`config.mk`:
```
export PLATFORM = sky130hd
export DESIGN_NAME = uart_apb_fifo
export DESIGN_NICKNAME = d
export VERILOG_FILES = /design/src/rtl/uart_apb_pkg.sv /design/src/rtl/uart_sync_fifo.sv /design/src/rtl/uart_apb_fifo.sv
export SDC_FILE = /design/constraint.sdc
export NUM_CORES = 1
export LEC_CHECK = 0
export CORE_MARGIN = 2
export CORE_UTILIZATION = 53
export CTS_CLUSTER_DIAMETER = 100
export DETAILED_ROUTE_END_ITERATION = 6
export PLACE_DENSITY = 0.72
export SLEW_MARGIN = 20
export SYNTH_ARGS = -nofsm -noshare
export SYNTH_HDL_FRONTEND = slang
export SYNTH_SLANG_ARGS = --single-unit
```
`constraint.sdc`:
```
create_clock -name clock -period 4.9 [get_ports clock]
set_clock_uncertainty 0.1 [all_clocks]
set_input_delay 0.735 -clock clock [delete_from_list [all_inputs] [get_ports clock]]
set_output_delay 0.735 -clock clock [all_outputs]
set_load 0.01 [all_outputs]
```
`src/rtl/uart_apb_pkg.sv`:
```
// Shared register map, bit positions and serial FSM state encoding for the APB UART.
package uart_apb_pkg;
    localparam int DIV_W = 16;

    localparam logic [1:0] REG_DATA   = 2'd0;
    localparam logic [1:0] REG_STATUS = 2'd1;
    localparam logic [1:0] REG_CTRL   = 2'd2;
    localparam logic [1:0] REG_IE     = 2'd3;

    localparam int STS_TX_FULL    = 0;
    localparam int STS_TX_EMPTY   = 1;
    localparam int STS_RX_EMPTY   = 2;
    localparam int STS_RX_FULL    = 3;
    localparam int STS_TX_BUSY    = 4;
    localparam int STS_TX_OVF     = 5;
    localparam int STS_RX_OVF     = 6;
    localparam int STS_FRAME_ERR  = 7;
    localparam int STS_PARITY_ERR = 8;

    localparam int CTRL_TX_EN   = 16;
    localparam int CTRL_RX_EN   = 17;
    localparam int CTRL_PAR_ODD = 18;

    localparam int IE_RX_AVAIL = 0;
    localparam int IE_TX_EMPTY = 1;
    localparam int IE_ERR      = 2;

    typedef enum logic [2:0] {
        ST_IDLE,
        ST_START,
        ST_DATA,
        ST_PARITY,
        ST_STOP
    } uart_state_t;
endpackage

```
`src/rtl/uart_sync_fifo.sv`:
```
// Synchronous FIFO with occupancy count. A pop on empty is ignored; a push on
// full is accepted only when a pop frees the slot in the same cycle.
module uart_sync_fifo #(
    parameter int WIDTH = 8,
    parameter int DEPTH = 16
) (
    input  logic                   clock,
    input  logic                   reset,
    input  logic                   push,
    input  logic [WIDTH-1:0]       wdata,
    input  logic                   pop,
    output logic [WIDTH-1:0]       rdata,
    output logic                   full,
    output logic                   empty,
    output logic [$clog2(DEPTH):0] count
);
    localparam int PTR_W = $clog2(DEPTH);
    localparam logic [PTR_W:0] FULL_CNT = DEPTH[PTR_W:0];

    logic [WIDTH-1:0] mem [DEPTH];
    logic [PTR_W-1:0] wr_ptr;
    logic [PTR_W-1:0] rd_ptr;
    logic             do_push;
    logic             do_pop;

    assign empty   = (count == '0);
    assign full    = (count == FULL_CNT);
    assign do_pop  = pop & ~empty;
    assign do_push = push & (~full | do_pop);
    assign rdata   = mem[rd_ptr];

    always_ff @(posedge clock) begin
        if (!reset) begin
            wr_ptr <= '0;
            rd_ptr <= '0;
            count  <= '0;
        end else begin
            if (do_push) wr_ptr <= wr_ptr + 1'b1;
            if (do_pop)  rd_ptr <= rd_ptr + 1'b1;
            if (do_push != do_pop) count <= do_push ? count + 1'b1 : count - 1'b1;
        end
    end

    always_ff @(posedge clock) begin
        if (do_push) mem[wr_ptr] <= wdata;
    end
endmodule

```
`src/rtl/uart_apb_fifo.sv`:
```
// APB3 UART with TX/RX FIFOs, programmable divisor, sticky errors and level irq.
// Optional parity frame bit is built when UART_PARITY_EN is defined.
module uart_apb_fifo
    import uart_apb_pkg::*;
#(
    parameter int               DATA_BITS = 8,
    parameter int               TX_DEPTH  = 16,
    parameter int               RX_DEPTH  = 16,
    parameter logic [DIV_W-1:0] DIV_RESET = 16'd867
) (
    input  logic        clock,
    input  logic        reset,
    input  logic        in_psel,
    input  logic        in_penable,
    input  logic        in_pwrite,
    input  logic [31:0] in_paddr,
    input  logic [31:0] in_pwdata,
    output logic [31:0] in_prdata,
    output logic        in_pready,
    output logic        in_pslverr,
    input  logic        uart_rx,
    output logic        uart_tx,
    output logic        irq
);
    localparam int IDX_W = $clog2(DATA_BITS);
    localparam logic [IDX_W-1:0] IDX_LAST = IDX_W'(DATA_BITS - 1);
`ifdef UART_PARITY_EN
    localparam uart_state_t POST_DATA = ST_PARITY;
`else
    localparam uart_state_t POST_DATA = ST_STOP;
`endif

    logic acc, bad_addr, wr_acc, rd_acc, w1c;
    logic [1:0] reg_sel;
    logic [DIV_W-1:0] div;
    logic tx_en, rx_en, par_odd;
    logic [2:0] ie;
    logic tx_ovf, rx_ovf, frame_err, parity_err;
    logic [STS_PARITY_ERR:0] status;
    logic [STS_PARITY_ERR:STS_TX_OVF] clr;
    logic [DIV_W:0] div_inc;

    logic tx_push, tx_pop, tx_full, tx_empty;
    logic rx_push, rx_pop, rx_full, rx_empty;
    logic [DATA_BITS-1:0] tx_head, rx_head;
    logic [$clog2(TX_DEPTH):0] tx_count;
    logic [$clog2(RX_DEPTH):0] rx_count;

    uart_state_t tx_state, tx_state_n, rx_state, rx_state_n;
    logic [DIV_W-1:0] tx_cnt, tx_cnt_n, tx_div, tx_div_n;
    logic [DIV_W-1:0] rx_cnt, rx_cnt_n, rx_div, rx_div_n;
    logic [IDX_W-1:0] tx_idx, tx_idx_n, rx_idx, rx_idx_n;
    logic [DATA_BITS-1:0] tx_shift, tx_shift_n, rx_shift, rx_shift_n;
    logic tx_par, tx_par_n, tx_line_n;
    logic rx_s1, rx_s2, rx_prev, rx_fall;
    logic tx_ovf_set, rx_ovf_set, frame_set, par_set;
    logic unused_bits;

    assign acc        = in_psel & in_penable;
    assign bad_addr   = |in_paddr[11:4];
    assign in_pready  = acc;
    assign in_pslverr = acc & bad_addr;
    assign wr_acc     = acc & ~bad_addr & in_pwrite;
    assign rd_acc     = acc & ~bad_addr & ~in_pwrite;
    assign reg_sel    = in_paddr[3:2];
    assign w1c        = wr_acc & (reg_sel == REG_STATUS);
    assign clr        = w1c ? in_pwdata[STS_PARITY_ERR:STS_TX_OVF] : '0;
    assign tx_push    = wr_acc & (reg_sel == REG_DATA);
    assign rx_pop     = rd_acc & (reg_sel == REG_DATA) & ~rx_empty;
    assign tx_ovf_set = tx_push & tx_full & ~tx_pop;
    assign rx_ovf_set = rx_push & rx_full & ~rx_pop;
    assign div_inc    = {1'b0, div} + 1'b1;
    assign rx_fall    = rx_prev & ~rx_s2;

    uart_sync_fifo #(.WIDTH(DATA_BITS), .DEPTH(TX_DEPTH)) u_tx_fifo (
        .clock(clock), .reset(reset), .push(tx_push), .wdata(in_pwdata[DATA_BITS-1:0]),
        .pop(tx_pop), .rdata(tx_head), .full(tx_full), .empty(tx_empty), .count(tx_count)
    );

    uart_sync_fifo #(.WIDTH(DATA_BITS), .DEPTH(RX_DEPTH)) u_rx_fifo (
        .clock(clock), .reset(reset), .push(rx_push), .wdata(rx_shift),
        .pop(rx_pop), .rdata(rx_head), .full(rx_full), .empty(rx_empty), .count(rx_count)
    );

    always_comb begin
        status                 = '0;
        status[STS_TX_FULL]    = tx_full;
        status[STS_TX_EMPTY]   = tx_empty;
        status[STS_RX_EMPTY]   = rx_empty;
        status[STS_RX_FULL]    = rx_full;
        status[STS_TX_BUSY]    = (tx_state != ST_IDLE);
        status[STS_TX_OVF]     = tx_ovf;
        status[STS_RX_OVF]     = rx_ovf;
        status[STS_FRAME_ERR]  = frame_err;
        status[STS_PARITY_ERR] = parity_err;
    end

    always_comb begin
        in_prdata = '0;
        if (rd_acc) begin
            case (reg_sel)
                REG_DATA:   if (!rx_empty) in_prdata[DATA_BITS-1:0] = rx_head;
                REG_STATUS: in_prdata[STS_PARITY_ERR:0] = status;
                REG_CTRL:   in_prdata[CTRL_PAR_ODD:0] = {par_odd, rx_en, tx_en, div};
                default:    in_prdata[2:0] = ie;
            endcase
        end
    end

    always_ff @(posedge clock) begin
        if (!reset) begin
            div <= DIV_RESET;
            tx_en <= 1'b1;
            rx_en <= 1'b1;
            ie <= '0;
            tx_ovf <= 1'b0;
            rx_ovf <= 1'b0;
            frame_err <= 1'b0;
            irq <= 1'b0;
            rx_s1 <= 1'b1;
            rx_s2 <= 1'b1;
            rx_prev <= 1'b1;
        end else begin
            if (wr_acc && reg_sel == REG_CTRL) begin
                div <= in_pwdata[DIV_W-1:0];
                tx_en <= in_pwdata[CTRL_TX_EN];
                rx_en <= in_pwdata[CTRL_RX_EN];
            end
            if (wr_acc && reg_sel == REG_IE) ie <= in_pwdata[2:0];
            // A hardware set in the same cycle as a W1C keeps the flag set.
            tx_ovf    <= tx_ovf_set | (tx_ovf & ~clr[STS_TX_OVF]);
            rx_ovf    <= rx_ovf_set | (rx_ovf & ~clr[STS_RX_OVF]);
            frame_err <= frame_set | (frame_err & ~clr[STS_FRAME_ERR]);
            irq <= (ie[IE_RX_AVAIL] & ~rx_empty) | (ie[IE_TX_EMPTY] & tx_empty)
                 | (ie[IE_ERR] & |status[STS_PARITY_ERR:STS_TX_OVF]);
            rx_s1 <= uart_rx;
            rx_s2 <= rx_s1;
            rx_prev <= rx_s2;
        end
    end

`ifdef UART_PARITY_EN
    always_ff @(posedge clock) begin
        if (!reset) begin
            par_odd <= 1'b0;
            parity_err <= 1'b0;
        end else begin
            if (wr_acc && reg_sel == REG_CTRL) par_odd <= in_pwdata[CTRL_PAR_ODD];
            parity_err <= par_set | (parity_err & ~clr[STS_PARITY_ERR]);
        end
    end
`else
    assign par_odd    = 1'b0;
    assign parity_err = 1'b0;
`endif

    always_comb begin
        tx_state_n = tx_state;
        tx_cnt_n   = tx_cnt;
        tx_div_n   = tx_div;
        tx_idx_n   = tx_idx;
        tx_shift_n = tx_shift;
        tx_par_n   = tx_par;
        tx_pop     = 1'b0;
        case (tx_state)
            ST_IDLE: begin
                if (tx_en && !tx_empty) begin
                    tx_pop     = 1'b1;
                    tx_state_n = ST_START;
                    tx_cnt_n   = div;
                    tx_div_n   = div;
                    tx_shift_n = tx_head;
                    tx_par_n   = ^tx_head ^ par_odd;
                end
            end
            default: begin
                if (tx_cnt != '0) begin
                    tx_cnt_n = tx_cnt - 1'b1;
                end else begin
                    tx_cnt_n = tx_div;
                    case (tx_state)
                        ST_START: begin
                            tx_state_n = ST_DATA;
                            tx_idx_n   = '0;
                        end
                        ST_DATA: begin
                            tx_shift_n = tx_shift >> 1;
                            if (tx_idx == IDX_LAST) tx_state_n = POST_DATA;
                            else                    tx_idx_n   = tx_idx + 1'b1;
                        end
                        ST_PARITY: tx_state_n = ST_STOP;
                        default:   tx_state_n = ST_IDLE;
                    endcase
                end
            end
        endcase
    end

    // Serial output is registered from the next-state view so it never glitches.
    always_comb begin
        case (tx_state_n)
            ST_START:  tx_line_n = 1'b0;
            ST_DATA:   tx_line_n = tx_shift_n[0];
            ST_PARITY: tx_line_n = tx_par_n;
            default:   tx_line_n = 1'b1;
        endcase
    end

    always_comb begin
        rx_state_n = rx_state;
        rx_cnt_n   = rx_cnt;
        rx_div_n   = rx_div;
        rx_idx_n   = rx_idx;
        rx_shift_n = rx_shift;
        rx_push    = 1'b0;
        frame_set  = 1'b0;
        par_set    = 1'b0;
        case (rx_state)
            ST_IDLE: begin
                if (rx_en && rx_fall) begin
                    rx_state_n = ST_START;
                    rx_div_n   = div;
                    rx_cnt_n   = div_inc[DIV_W:1];
                end
            end
            default: begin
                if (rx_cnt != '0) begin
                    rx_cnt_n = rx_cnt - 1'b1;
                end else begin
                    rx_cnt_n = rx_div;
                    case (rx_state)
                        ST_START: begin
                            if (rx_s2) begin
                                rx_state_n = ST_IDLE;
                            end else begin
                                rx_state_n = ST_DATA;
                                rx_idx_n   = '0;
                            end
                        end
                        ST_DATA: begin
                            rx_shift_n = {rx_s2, rx_shift[DATA_BITS-1:1]};
                            if (rx_idx == IDX_LAST) rx_state_n = POST_DATA;
                            else                    rx_idx_n   = rx_idx + 1'b1;
                        end
                        ST_PARITY: begin
                            par_set    = (rx_s2 != (^rx_shift ^ par_odd));
                            rx_state_n = ST_STOP;
                        end
                        default: begin
                            rx_state_n = ST_IDLE;
                            rx_push    = rx_s2;
                            frame_set  = ~rx_s2;
                        end
                    endcase
                end
            end
        endcase
    end

    always_ff @(posedge clock) begin
        if (!reset) begin
            tx_state <= ST_IDLE;
            rx_state <= ST_IDLE;
            uart_tx  <= 1'b1;
        end else begin
            tx_state <= tx_state_n;
            rx_state <= rx_state_n;
            uart_tx  <= tx_line_n;
        end
    end

    always_ff @(posedge clock) begin
        tx_cnt   <= tx_cnt_n;
        tx_div   <= tx_div_n;
        tx_idx   <= tx_idx_n;
        tx_shift <= tx_shift_n;
        tx_par   <= tx_par_n;
        rx_cnt   <= rx_cnt_n;
        rx_div   <= rx_div_n;
        rx_idx   <= rx_idx_n;
        rx_shift <= rx_shift_n;
    end

    assign unused_bits = ^{in_paddr[31:12], in_paddr[1:0], in_pwdata[31:CTRL_PAR_ODD],
                           tx_count, rx_count, clr[STS_PARITY_ERR], par_set};
endmodule

```
==> key figures <==
Run status
  • Status: finished clean

STA
  • RSZ-0062 raised after global routing: no
  • Final setup fails: 0
  • Max_slew headroom: 0.344
  • Final worst-path cycle share: 0.893
  • Final worst setup slack: 0.525 ns
  • Hold WS: 0.305 ns
  • Fmax: 0.229 GHz
  • Tmin final: 4.37 ns
  • Final max-slew violation count: 0
  • Final hold vios: 0
  • Setup TNS: 0 ns
  • Slew @ Worst Pin: 0.984 ns

Run
  • Max cap viols: 0

Synthesis
  • Synth top area cells: edfxtp_1, mux4_2, dfxtp_1
  • Synthesized flop and latch total: 412
  • Largest family of logic cells by synthesized area: multiplexers
  • Synth Area in Compound Gates: 0.0552
  • Syn Area/Cell: 14.6 um2
  • Largest area contributor in the netlist: edfxtp_1
  • EDFF count, synth: 341
  • Post-Synth XOR/XNOR Area: 0.0327
  • Commonest cells post-synth: edfxtp_1, nor2_1, nand2_1
  • Register area share after synthesis: 0.669
  • Simple-Gate Fraction of Synth Area: 0.0972
  • Syn Std Cell Area: 0.0174 mm2
  • Yosys top cell area share: 0.588
  • Post-Syn Instances: 1195
  • Post-synth ARST share: 0
  • Count leader, synth: edfxtp_1
  • YS warnings: 0
  • Distinct cells, synth: 61
  • Post-Synth Adder-Cell Area: 0.0195
  • Top_reg_cell synth: edfxtp_1
  • Mux share of post-synthesis cell area: 0.103

Setup path
  • Beginning of the critical path: in_paddr[9]
  • Startpoint Class: input port
  • Crit path required time: 4.07 ns
  • Crit path kind: in2out
  • Endpoint kind of the worst setup timing path: output pin
  • R2R depth: 13
  • CP max FO: 10
  • Worst endpoint data arrival time: 3.54 ns
  • Worst R2R Start: rx_cnt[7]

CTS
  • Max Root-Sink Buffers: 3
  • H-tree levels: 2
  • TritonCTS clock tree: yes
  • Clk root buf: clkbuf_16
  • Post-CTS Hold Buffers: 0
  • Clock latency on the worst-skew pair: 0.54 ns
  • TritonCTS Buffers: 42
  • Setup Buffers After CTS: 0
  • CTS clk-pin slew, worst paths: 0.06 ns
  • CTS Sinks: 412
  • Post-cts gate resize count: 0

Floorplan
  • Core ar.: 0.0325 mm2
  • I/O pins: 106
  • Initial core utilization: 0.537
  • Standard-cell rows: 66
  • Die footprint: 0.0343 mm2
  • Die Wd: 185 um
  • Die H: 185 um

Place
  • Number of I/O port buffers: 55
  • DP Worst Slack: 0.565 ns
  • Final GP Congestion: 0.829
  • Placed cells: 1674
  • Placed standard-cell area: 0.0186 mm2
  • DP HPWL: 23800 um

Detailed routing
  • Final ANT Viol Nets: 0
  • Iteration-0 DRC Markers: 894
  • Vias per inst: 5.81
  • Avg WL per Cell: 21.1 um
  • Total number of vias: 10.2k
  • DRC viols: 0
  • Total Routed Length: 36800 um
  • First-pass detailed-route iteration total: 7

Global route
  • Largest net degree at the start of global routing: 41
  • Vias in the first global route: 9728
  • First-pass GRT wire length: 56000 um
  • GRT Overall Usage: 0.217
  • Antenna violations before repair: 1
  • Remaining Overflow, GRT: 0

Final layout
  • Non-Filler Instances: 1750
  • Nets: 1372
  • N_diodes: 0
  • Fraction of layout cells with a size suffix above 1: 0.146
  • Final Instance Area: 0.0200 mm2
  • Syn-to-layout area delta: 14.7%
  • Layout filler cell count: 2427

Min path
  • Hold Path Depth: 1
  • Min-delay src: rx_s1
  • HP Class: reg2reg

Power
  • PwrDens: 430 mW/mm2
  • Maximum vdd drop: 0.267 mV
  • P_leak: 6.55 nW
## cells in the final DEF (no fill, tap or decap), types with 13 or more instances in the layout
cell type,count
edfxtp_1,341
nor2_1,120
nand2_1,115
mux4_2,72
dfxtp_1,69
clkdlybuf4s50_1,55
a21oi_1,49
clkbuf_16,44
o21ai_0,40
xnor2_1,39
buf_4,37
xor2_1,26
ha_1,24
nor3_1,22
nand3_1,20
inv_1,19
mux2i_1,17
a22oi_1,16
and2_1,14
conb_1,14
nand2b_1,13
## power breakdown
part | internal, mW | switching [mW]
logic | 0.508 | 0.626
registers | 4.03 | 0.163
clock network | 1.96 | 1.30
## flip-flops by register name (all words and copies together), names as in the netlist, 4 cells and up, named ones only
signal,count
div,16
u_tx_fifo.rd_ptr,4
u_rx_fifo.count,5
tx_shift,8
u_tx_fifo.count,5
u_rx_fifo.rd_ptr,4
u_tx_fifo.mem,128
tx_cnt,16
u_rx_fifo.mem,128
rx_cnt,16
rx_div,16
rx_shift,8
u_rx_fifo.wr_ptr,4
u_tx_fifo.wr_ptr,4
tx_div,16
## path summary, 6_finish.rpt
path,end,slack [ns]
setup / recovery,in_prdata[17],0.53
setup reg to reg,u_rx_fifo.count[4],1.08
hold reg to reg,rx_s2,0.31
hold / removal,rx_s2,0.31
## metrics by stage
stage / power, mW / utilization
floorplan: 5.07 / -
global placement: 5.36 / 0.572
detailed placement: 5.40 / 0.572
CTS: 8.65 / 0.616
global route: 8.91 / 0.616
finish: 8.59 / 0.616
## cell type report
cell class | instances | area, um2 | share of cell area
sequential | 412 | 11700 | 0.584
multi-input combinational | 708 | 5430 | 0.271
clock buffer | 55 | 1170 | 0.0587
timing repair buffer | 93 | 848 | 0.0424
tap | 442 | 553 | 0.0277
clock inverter | 21 | 253 | 0.0126
inverter | 19 | 71.3 | 0.00357
## critical path: stages
cell and delay (ns):
clkdlybuf4s50_1 0.47, nor4_1 0.47, nand4b_1 0.36, buf_4 0.27
nor2_1 0.48, and2_1 0.22, clkdlybuf4s50_1 0.54
## per-layer routing
layer | track usage | share of wire | vias to the layer above
met3 | 0.0362 | 0.071 | 67
met2 | 0.351 | 0.48 | 349
met5 | 0 | 0 | -
met4 | 0.0568 | 0.023 | 0
met1 | 0.310 | 0.43 | 5099
li1 | - | - | 4651
## cells by family (layout without fill, tap and decap cells)
family | after synthesis | after routing
AOI/OAI and AO/OA | 152 | 152
buffers and inverters | 88 | 188
DFF | 412 | 412
adders and majority gates | 26 | 26
other | 1 | 14
muxes | 89 | 89
and+or+nand+nor | 362 | 362
xor gates and xnor gates | 65 | 65
Power figures use the tool's default switching activity.
